**src/rtl/dfe_output_formatter.sv**
```systemverilog
// Output stage after the CIC top: rounding right-shift, saturation to sfix16_En15,
// and a first-word fall-through FIFO with saturation and drop statistics.
module dfe_output_formatter #(
    parameter int DEPTH = 8,
    parameter int CNT_W = 8
) (
    input  logic                     clk,
    input  logic                     reset_n,
    input  logic                     clk_enable,
    input  logic                     sync_reset,
    input  logic [27:0]              in_sample,
    input  logic                     in_valid,
    input  logic [3:0]               gain_shift,
    output logic [15:0]              out_data,
    output logic                     out_valid,
    input  logic                     out_ready,
    output logic [$clog2(DEPTH):0]   fifo_level,
    output logic                     sat_flag,
    output logic [CNT_W-1:0]         sat_count,
    output logic [CNT_W-1:0]         drop_count
);

    localparam int PW = $clog2(DEPTH);
    localparam int LW = PW + 1;

    logic [3:0]          shift_amt;
    logic signed [28:0]  round_add;
    logic signed [28:0]  t_sum;
    logic signed [28:0]  r_shift;
    logic                sat_hi;
    logic                sat_lo;
    logic [15:0]         res_d;

    logic                s1_vld_q;
    logic [15:0]         s1_data_q;
    logic                sat_flag_q;
    logic [CNT_W-1:0]    sat_count_q;
    logic [CNT_W-1:0]    drop_count_q;

    logic [15:0]         mem_q [DEPTH];
    logic [PW-1:0]       wr_ptr_q;
    logic [PW-1:0]       rd_ptr_q;
    logic [LW-1:0]       level_q;
    logic [LW-1:0]       level_d;

    logic                full;
    logic                pop;
    logic                push_ok;
    logic                drop;

    always_comb begin
        shift_amt = (gain_shift > 4'd12) ? 4'd12 : gain_shift;
        round_add = '0;
        if (shift_amt != 4'd0) begin
            round_add = 29'sd1 <<< (shift_amt - 4'd1);
        end
        t_sum   = $signed({in_sample[27], in_sample}) + round_add;
        r_shift = t_sum >>> shift_amt;
        sat_hi  = (r_shift > 29'sd32767);
        sat_lo  = (r_shift < -29'sd32768);
        if (sat_hi) begin
            res_d = 16'h7fff;
        end else if (sat_lo) begin
            res_d = 16'h8000;
        end else begin
            res_d = r_shift[15:0];
        end
    end

    assign full    = (level_q == LW'(DEPTH));
    assign pop     = (level_q != '0) && out_ready;
    // A full FIFO still accepts a push when the head leaves on the same edge.
    assign push_ok = s1_vld_q && (!full || pop);
    assign drop    = s1_vld_q && full && !pop;

    always_comb begin
        level_d = level_q;
        case ({push_ok, pop})
            2'b10:   level_d = level_q + LW'(1);
            2'b01:   level_d = level_q - LW'(1);
            default: level_d = level_q;
        endcase
    end

    always_ff @(posedge clk or negedge reset_n) begin
        if (!reset_n) begin
            s1_vld_q     <= 1'b0;
            s1_data_q    <= '0;
            sat_flag_q   <= 1'b0;
            sat_count_q  <= '0;
            drop_count_q <= '0;
            wr_ptr_q     <= '0;
            rd_ptr_q     <= '0;
            level_q      <= '0;
        end else if (clk_enable) begin
            if (sync_reset) begin
                s1_vld_q     <= 1'b0;
                s1_data_q    <= '0;
                sat_flag_q   <= 1'b0;
                sat_count_q  <= '0;
                drop_count_q <= '0;
                wr_ptr_q     <= '0;
                rd_ptr_q     <= '0;
                level_q      <= '0;
            end else begin
                s1_vld_q <= in_valid;
                if (in_valid) begin
                    s1_data_q <= res_d;
                    if (sat_hi || sat_lo) begin
                        sat_flag_q <= 1'b1;
                        if (!(&sat_count_q)) begin
                            sat_count_q <= sat_count_q + CNT_W'(1);
                        end
                    end
                end
                if (drop && !(&drop_count_q)) begin
                    drop_count_q <= drop_count_q + CNT_W'(1);
                end
                if (push_ok) begin
                    wr_ptr_q <= wr_ptr_q + PW'(1);
                end
                if (pop) begin
                    rd_ptr_q <= rd_ptr_q + PW'(1);
                end
                level_q <= level_d;
            end
        end
    end

    // Storage needs no reset: entries are only visible while the level covers them.
    always_ff @(posedge clk) begin
        if (clk_enable && !sync_reset && push_ok) begin
            mem_q[wr_ptr_q] <= s1_data_q;
        end
    end

    assign out_valid  = (level_q != '0);
    assign out_data   = out_valid ? mem_q[rd_ptr_q] : 16'h0000;
    assign fifo_level = level_q;
    assign sat_flag   = sat_flag_q;
    assign sat_count  = sat_count_q;
    assign drop_count = drop_count_q;

endmodule

```
**config.mk**
```make
export PLATFORM = sky130hd
export DESIGN_NAME = dfe_output_formatter
export DESIGN_NICKNAME = d
export VERILOG_FILES = /design/src/rtl/dfe_output_formatter.sv
export SDC_FILE = /design/constraint.sdc
export NUM_CORES = 1
export LEC_CHECK = 0
export ABC_AREA = 0
export BUFFER_PORTS_ARGS = -buffer_cell sky130_fd_sc_hd__buf_4
export CAP_MARGIN = 5
export CORE_ASPECT_RATIO = 2
export CORE_UTILIZATION = 55
export CTS_BUF_LIST = sky130_fd_sc_hd__clkbuf_16
export DETAILED_ROUTE_END_ITERATION = 16
export GPL_ROUTABILITY_DRIVEN = 0
export PLACE_DENSITY = 0.88
export RECOVER_POWER = 100
export SLEW_MARGIN = 40
export SYNTH_ARGS = -nofsm -noshare
export SYNTH_HDL_FRONTEND = slang
export SYNTH_SLANG_ARGS = --single-unit
```
**constraint.sdc**
```tcl
create_clock -name clk -period 2.7 [get_ports clk]
set_input_delay 0.135 -clock clk [delete_from_list [all_inputs] [get_ports clk]]
set_output_delay 0.135 -clock clk [all_outputs]
set_load 0.02 [all_outputs]
```
==> results of run 1 <==
-- metal layers --
layer,GRT usage [%],overflow
met2,77.0,0
met3,23.5,0
met5,0,0
met1,46.6,0
met4,50.5,1
-- logic make-up after synthesis --
| logic type | count (synthesis) | share of synthesized area [%] |
|---|---|---|
| AO/OA/AOI/OAI | 275 | 17.8 |
| other | 1 | 0.0358 |
| XOR/XNOR | 27 | 2.25 |
| adder cells (fa/ha/maj) | 24 | 3.01 |
| flip-flops | 172 | 47.1 |
| multiplexers | 74 | 11.0 |
| buffers and inverters | 92 | 3.61 |
| AND/OR/NAND/NOR | 330 | 15.2 |
-- timing repair --
action / in CTS
gates cloned: 2
gates resized for setup: 91
endpoints found under the hold margin: 44
buffers inserted: 39
pin swaps: 43
hold buffers: 1
setup endpoints to repair: 24
-- per-stage QoR --
stage | area, um2 | TNS (ns) | worst slack [ns] | instances | hold slack, ns
CTS | 14100 | -26.33 | -1.15 | 1530 | 0.0495
global placement | 12700 | -43.56 | -1.92 | 1457 | 0.156
detailed placement | 12700 | -46.40 | -2.04 | 1457 | 0.157
floorplan | 10700 | -43.96 | -1.88 | 998 | -0.161
==> metrics.md, run 1 <==
| Metric | Value |
|---|---|
| Last stage | global routing (5_1_grt) |
| GRT Overall Usage | 49.8% |
| Synthesis warning total | 0 |
| Synthesized flop and latch total | 172 |
| Area leader, netlist | edfxtp_1 |
| Count leader, synth | edfxtp_1 |
| Sequential-to-total area share from yosys stat | 47.1% |
| Io pins | 76 |
| H-tree Lvls | 4 |
| Main flop type after synthesis | edfxtp_1 |
| Syn Std Cell Area | 10,500 um2 |
| PortBufs | 75 |
| Worst setup endpoint GRT | s1_data_q[11]$_DFFE_PN0P_/D |
| Number of synthesized flops with an enable pin | 128 |
| Worst End Pin Type | sequential cell input |
| Site row count | 71 |
| Commonest cells in the netlist | edfxtp_1 (128), nand2_1 (120), a21oi_1 (76), nor2_1 (76), dfrtp_1 (44) |
| Post-DP HPWL | 23,400 um |
| Largest net degree at the start of global routing | 45 |
| Unique masters post-synth | 84 |
| Die X-Extent | 99.6 um |
| Initial Util | 56.0% |
| Die H | 197 um |
| Max clock buf depth | 2 |
| Halt Reason | [ERROR GRT-0232] Routing congestion too high. Check the congestion heatmap in the GUI. |
| Status | aborted with a tool error |
| Ys async rst share | 25.6% |
| Clock root cell | clkbuf_16 |
| Yosys top cell area share | 36.6% |
| TritonCTS buffer count | 17 |
| Synth Instances | 995 |
| Ranking of synthesized cells by area | edfxtp_1 (37%), dfrtp_1 (10%), mux4_2 (6.9%), nand2_1 (4.3%), a21oi_1 (3.6%) |
| Synth Area per Inst | 10.5 um2 |
| Gr ovfl total | 1 |
| CTS sink count | 172 |
==> inputs of run 2 (changes only) <==
--- a/config.mk
+++ b/config.mk
@@ -8,12 +8,10 @@
 export ABC_AREA = 0
 export BUFFER_PORTS_ARGS = -buffer_cell sky130_fd_sc_hd__buf_4
 export CAP_MARGIN = 5
-export CORE_ASPECT_RATIO = 2
-export CORE_UTILIZATION = 55
-export CTS_BUF_LIST = sky130_fd_sc_hd__clkbuf_16
+export CORE_UTILIZATION = 40
 export DETAILED_ROUTE_END_ITERATION = 16
 export GPL_ROUTABILITY_DRIVEN = 0
-export PLACE_DENSITY = 0.88
+export PLACE_DENSITY_LB_ADDON = 0.15
 export RECOVER_POWER = 100
 export SLEW_MARGIN = 40
 export SYNTH_ARGS = -nofsm -noshare
==> constraint.sdc (replaced) <==
create_clock -name clk -period 3.5 [get_ports clk]
set_input_delay 0.175 -clock clk [delete_from_list [all_inputs] [get_ports clk]]
set_output_delay 0.175 -clock clk [all_outputs]
set_load 0.02 [all_outputs]
==> run 2 against run 1 <==
Compared with the run above:
- the flow now finishes, with violations (capacitance limit, slew limit, setup timing)
- synthesized cell count stayed put
- synthesized area stayed put
==> metrics.md, run 2 <==
| Metric | Value |
|---|---|
| Status | finished with violations |
| Failing checks | capacitance limit, slew limit, setup timing |
| Sequential-to-total area share from yosys stat | 47.1% |
| Most common cell after layout, fill and taps aside | buf_4 |
| Largest family of logic cells by synthesized area | compound AO/OA/AOI/OAI gates |
| Count leader, synth | edfxtp_1 |
| Fin util | 55.1% |
| Worst path top cell family by delay | simple AND/OR/NAND/NOR gates |
| Global-route wire length before repair | 47,100 um |
| Min-Delay Path Class | in2reg |
| Vias in the first global route | 8,624 |
| Layout Skew | 0.00948 ns |
| Setup TNS | -6.85 ns |
| Setup Viol. Count Final | 24 |
| Commonest cells in the netlist | edfxtp_1 (128), nand2_1 (120), a21oi_1 (76), nor2_1 (76), dfrtp_1 (44) |
| Buf/Inv on CP | 6 |
| LEAKAGE | 0.00553 uW |
| RSZ-0062 raised after global routing | yes |
| Actual slew at the worst max-slew pin | 2.43 ns |
| Ranking of synthesized cells by area | edfxtp_1 (37%), dfrtp_1 (10%), mux4_2 (6.9%), nand2_1 (4.3%), a21oi_1 (3.6%) |
| Peak VDD IR | 418 uV |
| Site row count | 58 |
| Area grow syn2layout | 33.8% |
| Clk_lat worst skew | 0.43 ns |
| Worst-path cell chain | buf_12 > clkinv_4 > nand2_4 > or3_4 > fa_2 > nand2b_4 > a211oi_4 > buf_6 > o211ai_1 > buf_4 > nand4_1 > o211ai_1 > or4_4 > buf_4 > nor3b_1 > o221a_2 > o2111ai_4 > buf_6 > and4_4 > nand4_1 > o311ai_2 |
| Slowest stage delay, CP | 0.57 ns |
| CTS sink count | 172 |
| Initial Util | 41.2% |
| H-tree Lvls | 4 |
| Max FFs per register | 128 |
| Syn Std Cell Area | 10,500 um2 |
| TritonCTS buffer count | 17 |
| Compound-Gate Fraction of Synth Area | 17.8% |
| CP Data Arrival Time | 4.19 ns |
| CTS clk-pin slew, worst paths | 0.07 ns |
| Vias | 8,817 |
| Period utilisation layout | 111% |
| Post-route setup slack | -0.370 ns |
| Hold Fails Final Rpt | 0 |
| FILL cells | 2,209 |
| Simple-gate share of the synthesized area | 15.2% |
| Setup crit end kind | flop |
| Clock root cell | clkbuf_16 |
| Xor and xnor area share after synthesis | 2.25% |
| Startpoint Class | input port |
| PortBufs | 75 |
| Core area | 25,500 um2 |
| Ratio of cells with drive above 1 in the final layout | 36.9% |
| Routed vias/inst | 5.59 |
| Post-DP HPWL | 21,800 um |
| Starting DRT DRC Count | 749 |
| Register area | 4950 um2 |
| Die H | 164 um |
| Adder-Cell Fraction of Synth Area | 3.01% |
| Synthesis warning total | 0 |
| Max-cap viol count | 1 |
| Critical path class | in2reg |
| Synth Area per Inst | 10.5 um2 |
| Area leader, netlist | edfxtp_1 |
| Max clock buf depth | 2 |
| Diode count | 0 |
| Initial antenna violation count | 0 |
| DRT antenna net count | 0 |
| Routed Wire Length | 30,600 um |
| Crit-path max FO | 7 |
| Worst EP required | 3.82 ns |
| CTS tree | built |
| Number of detailed-route iterations in the first pass | 5 |
| Slowest CP cell | or4_4 |
| WL/cell | 19.4 um |
| Pwr per Cell Area | 475 nW/um2 |
| Most frequent cells in the layout | buf_4 (259), edfxtp_1 (128), nand2_1 (118), nor2_1 (74), a21oi_1 (63) |
| Die X-Extent | 164 um |
| Die footprint | 26,900 um2 |
| Nets | 1,297 |
| Fin. max-slew vios | 45 |
| Max-slew headroom | -61.9% |
| Yosys top cell area share | 36.6% |
| Unique masters post-synth | 84 |
| Peak Freq | 0.258 GHz |
| Multiplexer share of the synthesized area | 11.0% |
| Synthesized flop and latch total | 172 |
| Number of synthesized flops with an enable pin | 128 |
| Main flop type after synthesis | edfxtp_1 |
| Synth Instances | 995 |
| Ys async rst share | 25.6% |
| GRT Overall Usage | 23.1% |
| Smallest hold slack | 0.102 ns |
| Area occupied by multi-input gates | 5750 um2 |
| Io pins | 76 |
| Setup WS pre-CTS | -1.12 ns |
| Post-route DRC violation count | 0 |
| Leading registers by flop count | mem_q: 128 flops, s1_data_q: 16 flops |
| Largest net degree at the start of global routing | 45 |
| Final min period | 3.87 ns |
| Largest register by flop count | mem_q |
| Gr ovfl total | 0 |
[run 2: cell type report]
cell class	instances	area share (%)
tap	330	2.94
inverter	30	0.874
timing repair buffer	279	15.7
clock buffer	17	3.03
multi-input combinational	735	41.0
clock inverter	15	1.14
sequential	172	35.3
[run 2: final timing paths]
check,from,slack [ns],endpoint,depth (start not counted)
max in group asynchronous,reset_n,0.93,rd_ptr_q[0]$_DFFE_PN0P_,2
hold reg to reg,sat_flag$_DFFE_PN0P_,0.52,sat_flag$_DFFE_PN0P_,1
setup / recovery,gain_shift[3],-0.37,sat_count[0]$_DFFE_PN0P_,21
hold / removal,sync_reset,0.10,drop_count[0]$_DFFE_PN0P_,2
min in group asynchronous,reset_n,1.03,rd_ptr_q[1]$_DFFE_PN0P_,2
setup reg to reg,fifo_level[0]$_DFFE_PN0P_,0.96,fifo_level[3]$_DFFE_PN0P_,13
[run 2: cells by family after synthesis]
group,count (synthesis)
buffers and inverters,92
AND/OR/NAND/NOR,330
XOR/XNOR,27
adder cells (fa/ha/maj),24
AO/OA/AOI/OAI,275
flip-flops,172
multiplexers,74
other,1
[run 2: through the flow]
stage               power, uW  cells  cell area, um2
finish                   6670   1578           14000
global route             7000   1578           14000
CTS                      6640   1571           13600
detailed placement       4760   1525           12700
global placement         4740   1525           12700
floorplan                3830    998           10700
[run 2: worst reg2reg max path, delay by kind of cell, from the launching register on]
family / cells / cell delay, ns
muxes: 2 / 0.50
and+or+nand+nor: 4 / 0.49
AOI/OAI and AO/OA: 3 / 0.46
DFF: 1 / 0.42
buffers and inverters: 3 / 0.34
adders and majority gates: 1 / 0.27
[run 2: routing by layer]
layer | wire, um | part of all wire, % | global-route usage [%] | vias to the layer above
met5 | 0 | 0 | 0 | -
met4 | 516 | 1.7 | 7.74 | 0
met3 | 1200 | 3.9 | 2.70 | 38
met2 | 15500 | 51 | 40.4 | 227
met1 | 13400 | 44 | 29.6 | 4288
li1 | - | - | - | 4264
[run 2: power breakdown]
part / internal (uW) / switching (uW) / leakage [uW] / total [uW]
Sequential: 2320 / 177 / 0.00176 / 2490
Combinational: 1040 / 1280 / 0.00350 / 2320
Clock: 1010 / 849 / 0.000277 / 1850
Total: 4360 / 2310 / 0.00553 / 6670
[run 2: timing repair]
item                                    4_1_cts  5_1_grt
endpoints found under the setup margin       24       24
setup buffers                                14        8
resized for setup                            45       64
hold buffers                                  1        0
gates cloned                                  1        0
hold endpoints to repair                     44        0
pin swaps                                    29       36
(Power assumes the default switching activity.)
==> inputs of run 3 (changes only) <==
--- a/config.mk
+++ b/config.mk
@@ -8,6 +8,9 @@
 export ABC_AREA = 0
 export BUFFER_PORTS_ARGS = -buffer_cell sky130_fd_sc_hd__buf_4
 export CAP_MARGIN = 5
+export CELL_PAD_IN_SITES_DETAIL_PLACEMENT = 1
+export CELL_PAD_IN_SITES_GLOBAL_PLACEMENT = 1
+export CORE_MARGIN = 10
 export CORE_UTILIZATION = 40
 export DETAILED_ROUTE_END_ITERATION = 16
 export GPL_ROUTABILITY_DRIVEN = 0
==> run 3 against run 2 <==
Compared with the run above:
- the run still ends with capacitance limit, slew limit, setup timing left
- power fell by 1.1%
- global-route usage fell by 2.8 points
- critical path depth did not move
- critical path type unchanged
- non-clock buffer count is 7 higher
- die area grew 23%
- clock power about the same
- cell area shrank 2.1%
- combinational power decreased by 3%
- sequential share of layout area up 0.74 points
==> metrics.md, run 3 (same netlist as run 2, synthesis figures left out) <==
| Metric | Value |
|---|---|
| Crit-path max FO | 15 |
| Nets | 1,304 |
| Area grow syn2layout | 31.0% |
| Vias in the first global route | 9,841 |
| Min-Delay Path Class | in2reg |
| Post-route insts no fill | 1,590 |
| Initial Util | 40.5% |
| Setup WS pre-CTS | -1.34 ns |
| Die footprint | 33,100 um2 |
| Diode count | 0 |
| Critical path class | in2reg |
| GRT Overall Usage | 20.3% |
| Most common cell after layout, fill and taps aside | buf_4 |
| Routed Wire Length | 34,100 um |
| Post-DP HPWL | 25,200 um |
| Register area | 4940 um2 |
| FILL cells | 2,839 |
| Clk_lat worst skew | 0.43 ns |
| LEAKAGE | 0.00540 uW |
| Vias | 9,096 |
| Setup Viol. Count Final | 24 |
| CTS tree | built |
| FF-to-FF End | mem_q[0][2]$_DFFE_PP_ |
| Site row count | 59 |
| Gr ovfl total | 0 |
| Worst path top cell family by delay | compound AO/OA/AOI/OAI gates |
| CTS clk-pin slew, worst paths | 0.08 ns |
| Worst EP required | 3.81 ns |
| Failing checks | capacitance limit, slew limit, setup timing |
| CTS sink count | 172 |
| Post-route setup slack | -0.510 ns |
| Hold_sp | sync_reset |
| Clock root cell | clkbuf_16 |
| Die H | 182 um |
| Peak VDD IR | 382 uV |
| Max-slew headroom | -67.0% |
| Io pins | 76 |
| Die X-Extent | 182 um |
| Startpoint Class | input port |
| Largest net degree at the start of global routing | 45 |
| Layout Skew | 0.0141 ns |
| Initial antenna violation count | 0 |
| Most frequent cells in the layout | buf_4 (234), edfxtp_1 (128), nand2_1 (118), nor2_1 (72), a21oi_1 (67) |
| Placed insts | 1,537 |
| Actual slew at the worst max-slew pin | 2.51 ns |
| Fin. max-slew vios | 45 |
| Max-cap viol count | 1 |
| Max clock buf depth | 2 |
| Number of detailed-route iterations in the first pass | 4 |
| Hold depth | 2 |
| Setup crit end kind | flop |
| Global-route wire length before repair | 54,200 um |
| Cells on worst reg2reg path | 8 |
| Post-route DRC violation count | 0 |
| R2r startpoint | fifo_level[0]$_DFFE_PN0P_ |
| Max FFs per register | 128 |
| Placed Area | 12,800 um2 |
| Area occupied by multi-input gates | 5580 um2 |
| PortBufs | 75 |
| Buf/Inv on CP | 6 |
| Slowest CP cell | or4_4 |
| Peak Freq | 0.249 GHz |
| CP Data Arrival Time | 4.32 ns |
| DRT antenna net count | 0 |
| Setup TNS | -11.15 ns |
| Hold Fails Final Rpt | 0 |
| Leading registers by flop count | mem_q: 128 flops, s1_data_q: 16 flops |
| RSZ-0062 raised after global routing | yes |
| H-tree Lvls | 4 |
| TritonCTS buffer count | 17 |
| Starting DRT DRC Count | 564 |
| Final min period | 4.01 ns |
| Core area | 25,900 um2 |
| Final Total Pwr | 6590 uW |
| Final instance area | 13,700 um2 |
| Period utilisation layout | 115% |
| Routed vias/inst | 5.72 |
| Slowest stage delay, CP | 0.59 ns |
| Worst R2R Setup Slack | 0.43 ns |
| Largest register by flop count | mem_q |
| Ratio of cells with drive above 1 in the final layout | 33.4% |
| Status | finished with violations |
| WL/cell | 21.4 um |
| Worst-path cell chain | buf_8 > inv_4 > nand2_2 > or3_4 > buf_6 > fa_2 > nand2b_4 > a211oi_4 > buf_6 > o211ai_1 > buf_4 > nand4_1 > o211ai_1 > or4_4 > o211a_1 > a21oi_2 > o2111ai_2 > a211o_4 > nor3b_4 > buf_12 > a211o_1 |
| Hold path endpoint | fifo_level[3]$_DFFE_PN0P_ |
| Pwr per Cell Area | 480 nW/um2 |
[run 3: worst max path at each step]
stage	start	to	slack [ns]	cells past startpoint
floorplan	gain_shift[2]	s1_data_q[0]$_DFFE_PN0P_	-1.12	22
global placement	gain_shift[3]	s1_data_q[12]$_DFFE_PN0P_	-1.18	20
detailed placement	gain_shift[3]	s1_data_q[11]$_DFFE_PN0P_	-1.34	19
CTS	gain_shift[3]	s1_data_q[1]$_DFFE_PN0P_	-0.42	20
global route	gain_shift[3]	sat_count[5]$_DFFE_PN0P_	-0.67	23
finish	gain_shift[3]	s1_data_q[1]$_DFFE_PN0P_	-0.51	21
[run 3: power breakdown]
group | leakage [uW] | switching (uW) | internal, uW
registers | 0.00176 | 181 | 2320
clock network | 0.000282 | 882 | 950
logic | 0.00335 | 1300 | 959
total | 0.00540 | 2370 | 4230
[run 3: per-stage QoR]
stage	hold WS [ns]	utilization (%)
global placement	0.219	49.2
detailed placement	0.219	49.2
global route	0.112	53.0
finish	0.0934	53.0
floorplan	-0.121	-
CTS	0.0662	52.8
[run 3: area by class of cell]
type / instances / area share [%]
inverter: 30 / 0.847
multi-input combinational: 735 / 40.6
clock buffer: 17 / 3.10
tap: 335 / 3.05
clock inverter: 15 / 1.12
timing repair buffer: 286 / 15.3
sequential: 172 / 36.0
[run 3: per-layer routing]
| layer | GRT usage, % | wire length (um) | up-vias |
|---|---|---|---|
| li1 | - | - | 4270 |
| met1 | 24.1 | 14300 | 4577 |
| met2 | 36.8 | 18000 | 202 |
| met3 | 2.29 | 926 | 47 |
| met4 | 7.61 | 855 | 0 |
| met5 | 0 | 0 | - |
[run 3: repair_timing]
item / in CTS / in global routing
hold buffers: 1 / 0
gates resized for setup: 60 / 25
gates cloned: 1 / 0
hold endpoints to repair: 44 / 0
setup buffers: 11 / 10
endpoints found under the setup margin: 24 / 24
pin swaps: 18 / 10
